[config.mk]
export PLATFORM = sky130hd
export DESIGN_NAME = imm_extend_pipe
export DESIGN_NICKNAME = d
export VERILOG_FILES = /design/src/rtl/imm_extend_pipe.sv
export SDC_FILE = /design/constraint.sdc
export NUM_CORES = 1
export LEC_CHECK = 0
export BUFFER_PORTS_ARGS = -buffer_cell sky130_fd_sc_hd__buf_4
export CAP_MARGIN = 25
export CORE_ASPECT_RATIO = 0.5
export CORE_MARGIN = 2
export CORE_UTILIZATION = 30
export CTS_CLUSTER_DIAMETER = 40
export CTS_CLUSTER_SIZE = 14
export DETAILED_ROUTE_END_ITERATION = 8
export GPL_ROUTABILITY_DRIVEN = 0
export SYNTH_ARGS = -nofsm -noshare
export SYNTH_HDL_FRONTEND = slang
export SYNTH_SLANG_ARGS = --single-unit
[constraint.sdc]
create_clock -name clk -period 3.9 [get_ports clk]
set_clock_uncertainty 0.15 [all_clocks]
set_input_delay 0.585 -clock clk [delete_from_list [all_inputs] [get_ports clk]]
set_output_delay 0.585 -clock clk [all_outputs]
set_load 0.02 [all_outputs]
[src/rtl/imm_extend_pipe.sv]
// rtl/imm_extend_pipe.sv - immediate sign/zero/branch/prefix extension stage with one-deep output register
module imm_extend_pipe #(
  parameter int IN_W  = 8,
  parameter int OUT_W = 16
) (
  input  logic             clk,
  input  logic             rst_n,
  input  logic             in_valid,
  output logic             in_ready,
  input  logic [IN_W-1:0]  in_imm,
  input  logic [1:0]       in_mode,
  output logic             out_valid,
  input  logic             out_ready,
  output logic [OUT_W-1:0] out_data,
  output logic             out_prefixed,
  output logic             prefix_err
);

  // Reject parameter combinations the extension datapath cannot represent.
  generate
    if (IN_W < 2 || IN_W > 16 || OUT_W < IN_W + 1 || OUT_W > 2 * IN_W) begin : g_bad_params
      $error("imm_extend_pipe: illegal IN_W/OUT_W combination");
    end
  endgenerate

  localparam logic [1:0] MODE_SEXT   = 2'b00;
  localparam logic [1:0] MODE_ZEXT   = 2'b01;
  localparam logic [1:0] MODE_BRANCH = 2'b10;
  localparam logic [1:0] MODE_PREFIX = 2'b11;

  localparam logic [0:0] ST_IDLE     = 1'b0;
  localparam logic [0:0] ST_PREFIXED = 1'b1;

  logic [0:0]       state_q, state_d;
  logic [IN_W-1:0]  prefix_q, prefix_d;
  logic             valid_q, valid_d;
  logic [OUT_W-1:0] data_q, data_d;
  logic             pref_q, pref_d;
  logic             err_q, err_d;

  logic             in_fire;
  logic             out_fire;
  logic             is_prefix;
  logic [OUT_W-1:0] sext_val;
  logic [OUT_W-1:0] zext_val;
  logic [OUT_W-1:0] branch_val;
  logic [OUT_W-1:0] concat_val;
  logic [OUT_W-1:0] result;

  // The output register frees up either when empty or when it is drained this cycle.
  assign in_ready  = !valid_q || out_ready;
  assign in_fire   = in_valid && in_ready;
  assign out_fire  = valid_q && out_ready;
  assign is_prefix = (in_mode == MODE_PREFIX);

  assign sext_val   = {{(OUT_W-IN_W){in_imm[IN_W-1]}}, in_imm};
  assign zext_val   = {{(OUT_W-IN_W){1'b0}}, in_imm};
  assign branch_val = {sext_val[OUT_W-2:0], 1'b0};
  // Prefix bits above OUT_W are simply dropped when OUT_W < 2*IN_W.
  assign concat_val = OUT_W'({prefix_q, in_imm});

  // Pick the extended value; a pending prefix overrides the mode encoding.
  always_comb begin
    result = sext_val;
    if (state_q == ST_PREFIXED) begin
      result = concat_val;
    end else begin
      case (in_mode)
        MODE_SEXT:   result = sext_val;
        MODE_ZEXT:   result = zext_val;
        MODE_BRANCH: result = branch_val;
        default:     result = sext_val;
      endcase
    end
  end

  // Next-state for the prefix FSM and the output register.
  always_comb begin
    state_d  = state_q;
    prefix_d = prefix_q;
    valid_d  = valid_q;
    data_d   = data_q;
    pref_d   = pref_q;
    err_d    = 1'b0;

    if (out_fire) begin
      valid_d = 1'b0;
    end

    if (in_fire) begin
      if (is_prefix) begin
        prefix_d = in_imm;
        state_d  = ST_PREFIXED;
        err_d    = (state_q == ST_PREFIXED);
      end else begin
        valid_d  = 1'b1;
        data_d   = result;
        pref_d   = (state_q == ST_PREFIXED);
        state_d  = ST_IDLE;
      end
    end
  end

  // State registers; reset clears everything including any pending prefix.
  always_ff @(posedge clk or negedge rst_n) begin
    if (!rst_n) begin
      state_q  <= ST_IDLE;
      prefix_q <= '0;
      valid_q  <= 1'b0;
      data_q   <= '0;
      pref_q   <= 1'b0;
      err_q    <= 1'b0;
    end else begin
      state_q  <= state_d;
      prefix_q <= prefix_d;
      valid_q  <= valid_d;
      data_q   <= data_d;
      pref_q   <= pref_d;
      err_q    <= err_d;
    end
  end

  assign out_valid    = valid_q;
  assign out_data     = data_q;
  assign out_prefixed = pref_q;
  assign prefix_err   = err_q;

endmodule

==> results.tsv, run 1 <==
metric	value	unit
die-width	96.1	um
dp_cells	182	
startpoint_type	input pin	
cp-end-kind	flop	
grt_pass1_wl	4170	um
rsz0062_at_grt	false	
synth_fa_ha_area_frac	0.0295	
crit_type	in2reg	
synth_cell_types	18	
fmax	480	MHz
cts_hold_buffers	0	
yosysSeqAreaShare	0.551	
post_cts_buffers	0	
ant_nets	0	
yosys.area_share.xor_xnor	0	
leakagePower	0.000777	uW
cp_top_family	simple AND/OR/NAND/NOR gates	
boundaryPins	34	
worst_path_largest_cell_delay	0.75	ns
synthCells	99	
dr.pass1.iters	4	
mostFrequentLayoutCells	33 x buf_4, 28 x dfrtp_1, 24 x mux2_2	
clk_pin_slew	0.10	ns
grtUsageTotal	0.117	
core-area	0.00398	mm2
fin_crit_sh	0.534	
cts_tree	built	
reg2reg_depth	3	
synth_nets	116	
rows	16	
power_per_cell_area	563	mW/mm2
nFillCells	390	
cts_max_level	1	
n_antenna_cell	0	
layout-drive-gt1-share	0.462	
cts_max_path_buffers	2	
synthMuxAreaShare	0.220	
drt-initial-drc-count	42	
finalCriticalPeriod	2.08	ns
final_cells	186	
relSlewSlack	0.398	
dp_hpwl	1810	um
vias_per_cell	4.62	
slew_viol_final	0	
via_count	859	
numPortBuffers	33	
clockRootBuffer	clkbuf_8	
vdd_drop_max	0.145	mV
yosys.area_share.simple	0.0688	
clk_latency	0.28	ns
status	completed	
clock-sinks	28	
initial_core_util	0.319	
path_buf_inv	2	
fin_tns_setup	0	ns
die_area	0.00481	mm2
die_height	50.1	um
cp_data_arrival_time	2.16	ns
mostFrequentLayoutCell	buf_4	
wl_per_cell	13.5	um
ys_ff_latch	28	
ctsResizeCount	0	
fin_nets	150	
grt_overflow	0	
seqCellArea	701	um2
synth_top_family_by_area	multiplexers	
wl	2500	um
setup_viol	0	
finalHoldViolCount	0	
multi_input_area	514	um2
crit_fanout	7	
antenna_found_initial	0	
drc	0	
grt_pass1_vias	855	
syn_to_final_growth	27.0	%
yosys_warnings	0	
avgSynthCellArea	12.9	um2
syn-cell-area	0.00127	mm2
tightest_slew	0.900	ns
critPathSlowestCell	nor3b_1	
cap_violations	0	
cp_cell_sequence	buf_4 -> inv_1 -> ha_1 -> nor3b_1 -> a22o_1 -> mux2_2	
synth_compound_area_frac	0.0855	
cp.required	3.97	ns
grt_max_degree	29	
cts_inserted_buffers	3	
min_path_type	in2async	
cp_num_cells	6	
[power breakdown]
group          internal, uW  leakage [uW]  total, uW  switching [uW]
combinational           143      0.000400        281             139
clock                   137     0.0000357        227            90.0
sequential              361      0.000341        402            40.9
[worst paths after layout]
kind / from / end / slack [ns]
worst max-delay path: in_mode[0] / out_data[4] / 1.82
worst min-delay path: rst_n / prefix_q[2] / 0.05
worst max register to register: out_valid / out_data[12] / 1.93
worst min register to register: prefix_q[7] / prefix_q[7] / 0.36
max in group asynchronous: rst_n / out_data[12] / 3.27
min in group clk: prefix_q[7] / prefix_q[7] / 0.36
[through the flow]
stage / worst slack [ns] / power (uW) / cell area (um2) / utilization / hold WS (ns)
floorplan: 1.75 / 573 / 1270 / - / 0.139
global placement: 1.52 / 691 / 1550 / 0.388 / 0.338
finish: 1.82 / 911 / 1620 / 0.406 / 0.0521
global route: 1.69 / 963 / 1620 / 0.406 / 0.0698
CTS: 1.80 / 924 / 1620 / 0.406 / 0.0613
detailed placement: 1.50 / 695 / 1550 / 0.388 / 0.345
[logic make-up after synthesis]
| logic type | Yosys count |
|---|---|
| flip-flops | 28 |
| AO/OA/AOI/OAI | 16 |
| adder cells (fa/ha/maj) | 3 |
| AND/OR/NAND/NOR | 19 |
| buffers and inverters | 8 |
| multiplexers | 25 |
[state kept, by name, indices dropped and copies added, names as in the netlist]
name	count
state_q	1
out_prefixed	1
out_data	16
prefix_err	1
out_valid	1
prefix_q	8
[cells in the mapped netlist, drive strengths merged]
master	number	area [um2]
buf	1	11.3
ha	3	37.5
nand2	11	41.3
nor2	2	7.51
nor3b	1	7.51
nand3	1	5.00
nand3b	1	7.51
clkbuf	3	31.3
mux2	24	270
inv	4	15.0
a22o	7	61.3
nand2b	2	12.5
o21ai	8	40.0
mux2i	1	10.0
or3	1	6.26
dfrtp	28	701
a21boi	1	7.51
[worst register-to-register path: stages, from the launching register on]
cell and delay, ns:
dfrtp_1 0.39, nand2b_1 0.17, nand3b_1 0.64, mux2_2 0.52
[per-layer routing]
metal  global-route usage  wire, um
met1                0.165      1230
met2                0.163      1100
met3               0.0474       146
met4               0.0357        29
met5                    0         0
[final cells by class]
| class | count | share of cell area |
|---|---|---|
| sequential | 28 | 0.433 |
| multi-input combinational | 63 | 0.318 |
| timing repair buffer | 33 | 0.153 |
| tap | 54 | 0.0418 |
| clock buffer | 3 | 0.0255 |
| clock inverter | 1 | 0.0186 |
| inverter | 4 | 0.00929 |
Power figures use the tool's default switching activity.
==> inputs of run 2 (changes only) <==
==> constraint.sdc (replaced) <==
create_clock -name clk -period 2 [get_ports clk]
set_clock_uncertainty 0.15 [all_clocks]
set_input_delay 0.3 -clock clk [delete_from_list [all_inputs] [get_ports clk]]
set_output_delay 0.3 -clock clk [all_outputs]
set_load 0.02 [all_outputs]
==> results.tsv, run 2 (synthesized netlist as in run 1, its figures left out) <==
metric	value	unit	change
rows	16		unchanged
wl	2580	um	was 2500 um
cp_data_arrival_time	1.79	ns	was 2.16 ns
drt-initial-drc-count	36		was 42
ctsResizeCount	0		unchanged
crit_type	in2reg		unchanged
relSlewSlack	0.422		was 0.398
cts_max_path_buffers	2		unchanged
die_height	50.1	um	unchanged
clk_latency	0.27	ns	was 0.28 ns
layout-drive-gt1-share	0.482		was 0.462
p_comb_frac	0.320		was 0.309
startpoint	in_mode[0]		unchanged
core-area	0.00398	mm2	unchanged
clock-sinks	28		unchanged
mostFrequentLayoutCells	39 x buf_4, 28 x dfrtp_1, 24 x mux2_2		was 33 x buf_4, 28 x dfrtp_1, 24 x mux2_2
pwr-share-seq	0.433		was 0.441
dr.pass1.iters	4		unchanged
min_path_type	in2reg		was in2async
p_sw_frac	0.296		about the same
pwr-share-clk	0.247		was 0.250
slew_viol_final	0		unchanged
cp-end-kind	flop		unchanged
reg2reg_from	state_q		was out_valid
post_dp_cell_area	0.00159	mm2	was 0.00155 mm2
vias_per_cell	4.45		was 4.62
fmax	565	MHz	
clockRootBuffer	clkbuf_8		unchanged
post_cts_buffers	0		unchanged
cts_hold_buffers	1		was 0
vdd_drop_max	0.309	mV	was 0.145 mV
initial_core_util	0.319		unchanged
cp.required	2.02	ns	was 3.97 ns
regToRegEndpoint	out_data[4]		was out_data[12]
power_per_cell_area	1070	mW/mm2	was 563 mW/mm2
reg2reg_depth	3		unchanged
setup_viol	0		unchanged
pre_cts_ws	-0.0593	ns	was 1.50 ns
numPortBuffers	33		unchanged
dp_hpwl	1880	um	was 1810 um
grt_pass1_vias	865		was 855
fin_nets	157		was 150
leakagePower	0.000809	uW	was 0.000777 uW
cts_max_level	1		unchanged
largest_reg_flops	16		unchanged
grt_overflow	0		unchanged
rsz0062_at_grt	false		unchanged
status	completed		unchanged
power.net_switching	530	uW	was 270 uW
cts_inserted_buffers	3		unchanged
n_antenna_cell	0		unchanged
fin_crit_sh	0.886		
crit_fanout	8		was 7
drc	0		unchanged
timing.final.ws_setup	0.229	ns	was 1.82 ns
boundaryPins	34		unchanged
via_count	858		was 859
cts_tree	built		unchanged
die_area	0.00481	mm2	unchanged
finish.utilization	0.420		was 0.406
grtUsageTotal	0.120		was 0.117
die-width	96.1	um	unchanged
antenna_found_initial	0		unchanged
startpoint_type	input pin		unchanged
wl_per_cell	13.3	um	was 13.5 um
timing.critical_path.to	out_data[4]		unchanged
ant_nets	0		unchanged
finalHoldViolCount	0		unchanged
reg2reg_slack	0.24	ns	was 1.93 ns
fin_area	0.00167	mm2	was 0.00162 mm2
finalCriticalPeriod	1.77	ns	
cap_violations	0		unchanged
syn_to_final_growth	31.4	%	was 27.0%
grt_pass1_wl	4330	um	was 4170 um
clk_pin_slew	0.10	ns	about the same
mostFrequentLayoutCell	buf_4		unchanged
cell_internal_pwr	1260	uW	was 641 uW
tightest_slew	0.866	ns	was 0.900 ns
grt_max_degree	29		unchanged
run 2: worst max-delay path, cell delays in order:
cell and delay (ns):
buf_4 0.08, inv_1 0.03, ha_1 0.31, or3_1 0.52
a22o_1 0.28, mux2_2 0.26
run 2: layout make-up:
cell class	count	area, um2
fillers	396	2310
flip-flops and latches	28	701
multi-input cells	63	514
repair buffers	40	303
well taps	54	67.6
clock buffers	3	41.3
clock inverters	1	30.0
inverters	4	15.0
run 2: worst min-delay path by stage:
stage          cells past startpoint  slack, ns          end  startpoint
2_1_floorplan                      0      -0.15  out_data[0]       rst_n
3_3_place_gp                       1       0.09  prefix_q[3]       rst_n
3_5_place_dp                       1       0.09  prefix_q[2]       rst_n
4_1_cts                            2       0.12  prefix_q[4]   in_imm[4]
5_1_grt                            2       0.11  prefix_q[0]   in_imm[0]
6_report                           2       0.13  prefix_q[4]   in_imm[4]
run 2: through the flow:
| step | hold WS [ns] | total power, uW | instances | setup TNS [ns] |
|---|---|---|---|---|
| after CTS | 0.119 | 1820 | 193 | 0 |
| after floorplan | -0.146 | 1120 | 99 | 0 |
| after detailed placement | 0.0933 | 1370 | 188 | -0.375 |
| after global placement | 0.0935 | 1360 | 188 | -0.226 |
| final | 0.126 | 1790 | 193 | 0 |
| after global routing | 0.108 | 1900 | 193 | 0 |
run 2: per-layer routing:
metal,wire length [um],GRT usage,share of wire
met1,1330,0.174,0.51
met2,1130,0.172,0.44
met3,104,0.0413,0.040
met4,11,0.0214,0.0043
met5,0,0,0
run 2: power groups by stage:
| stage | clock [uW] | sequential (uW) | combinational, uW |
|---|---|---|---|
| 5_1_grt | 483 | 801 | 618 |
| 3_3_place_gp | 0 | 786 | 571 |
| 4_1_cts | 459 | 779 | 583 |
| 2_1_floorplan | 0 | 899 | 217 |
| 3_5_place_dp | 0 | 791 | 580 |
| 6_report | 443 | 777 | 573 |
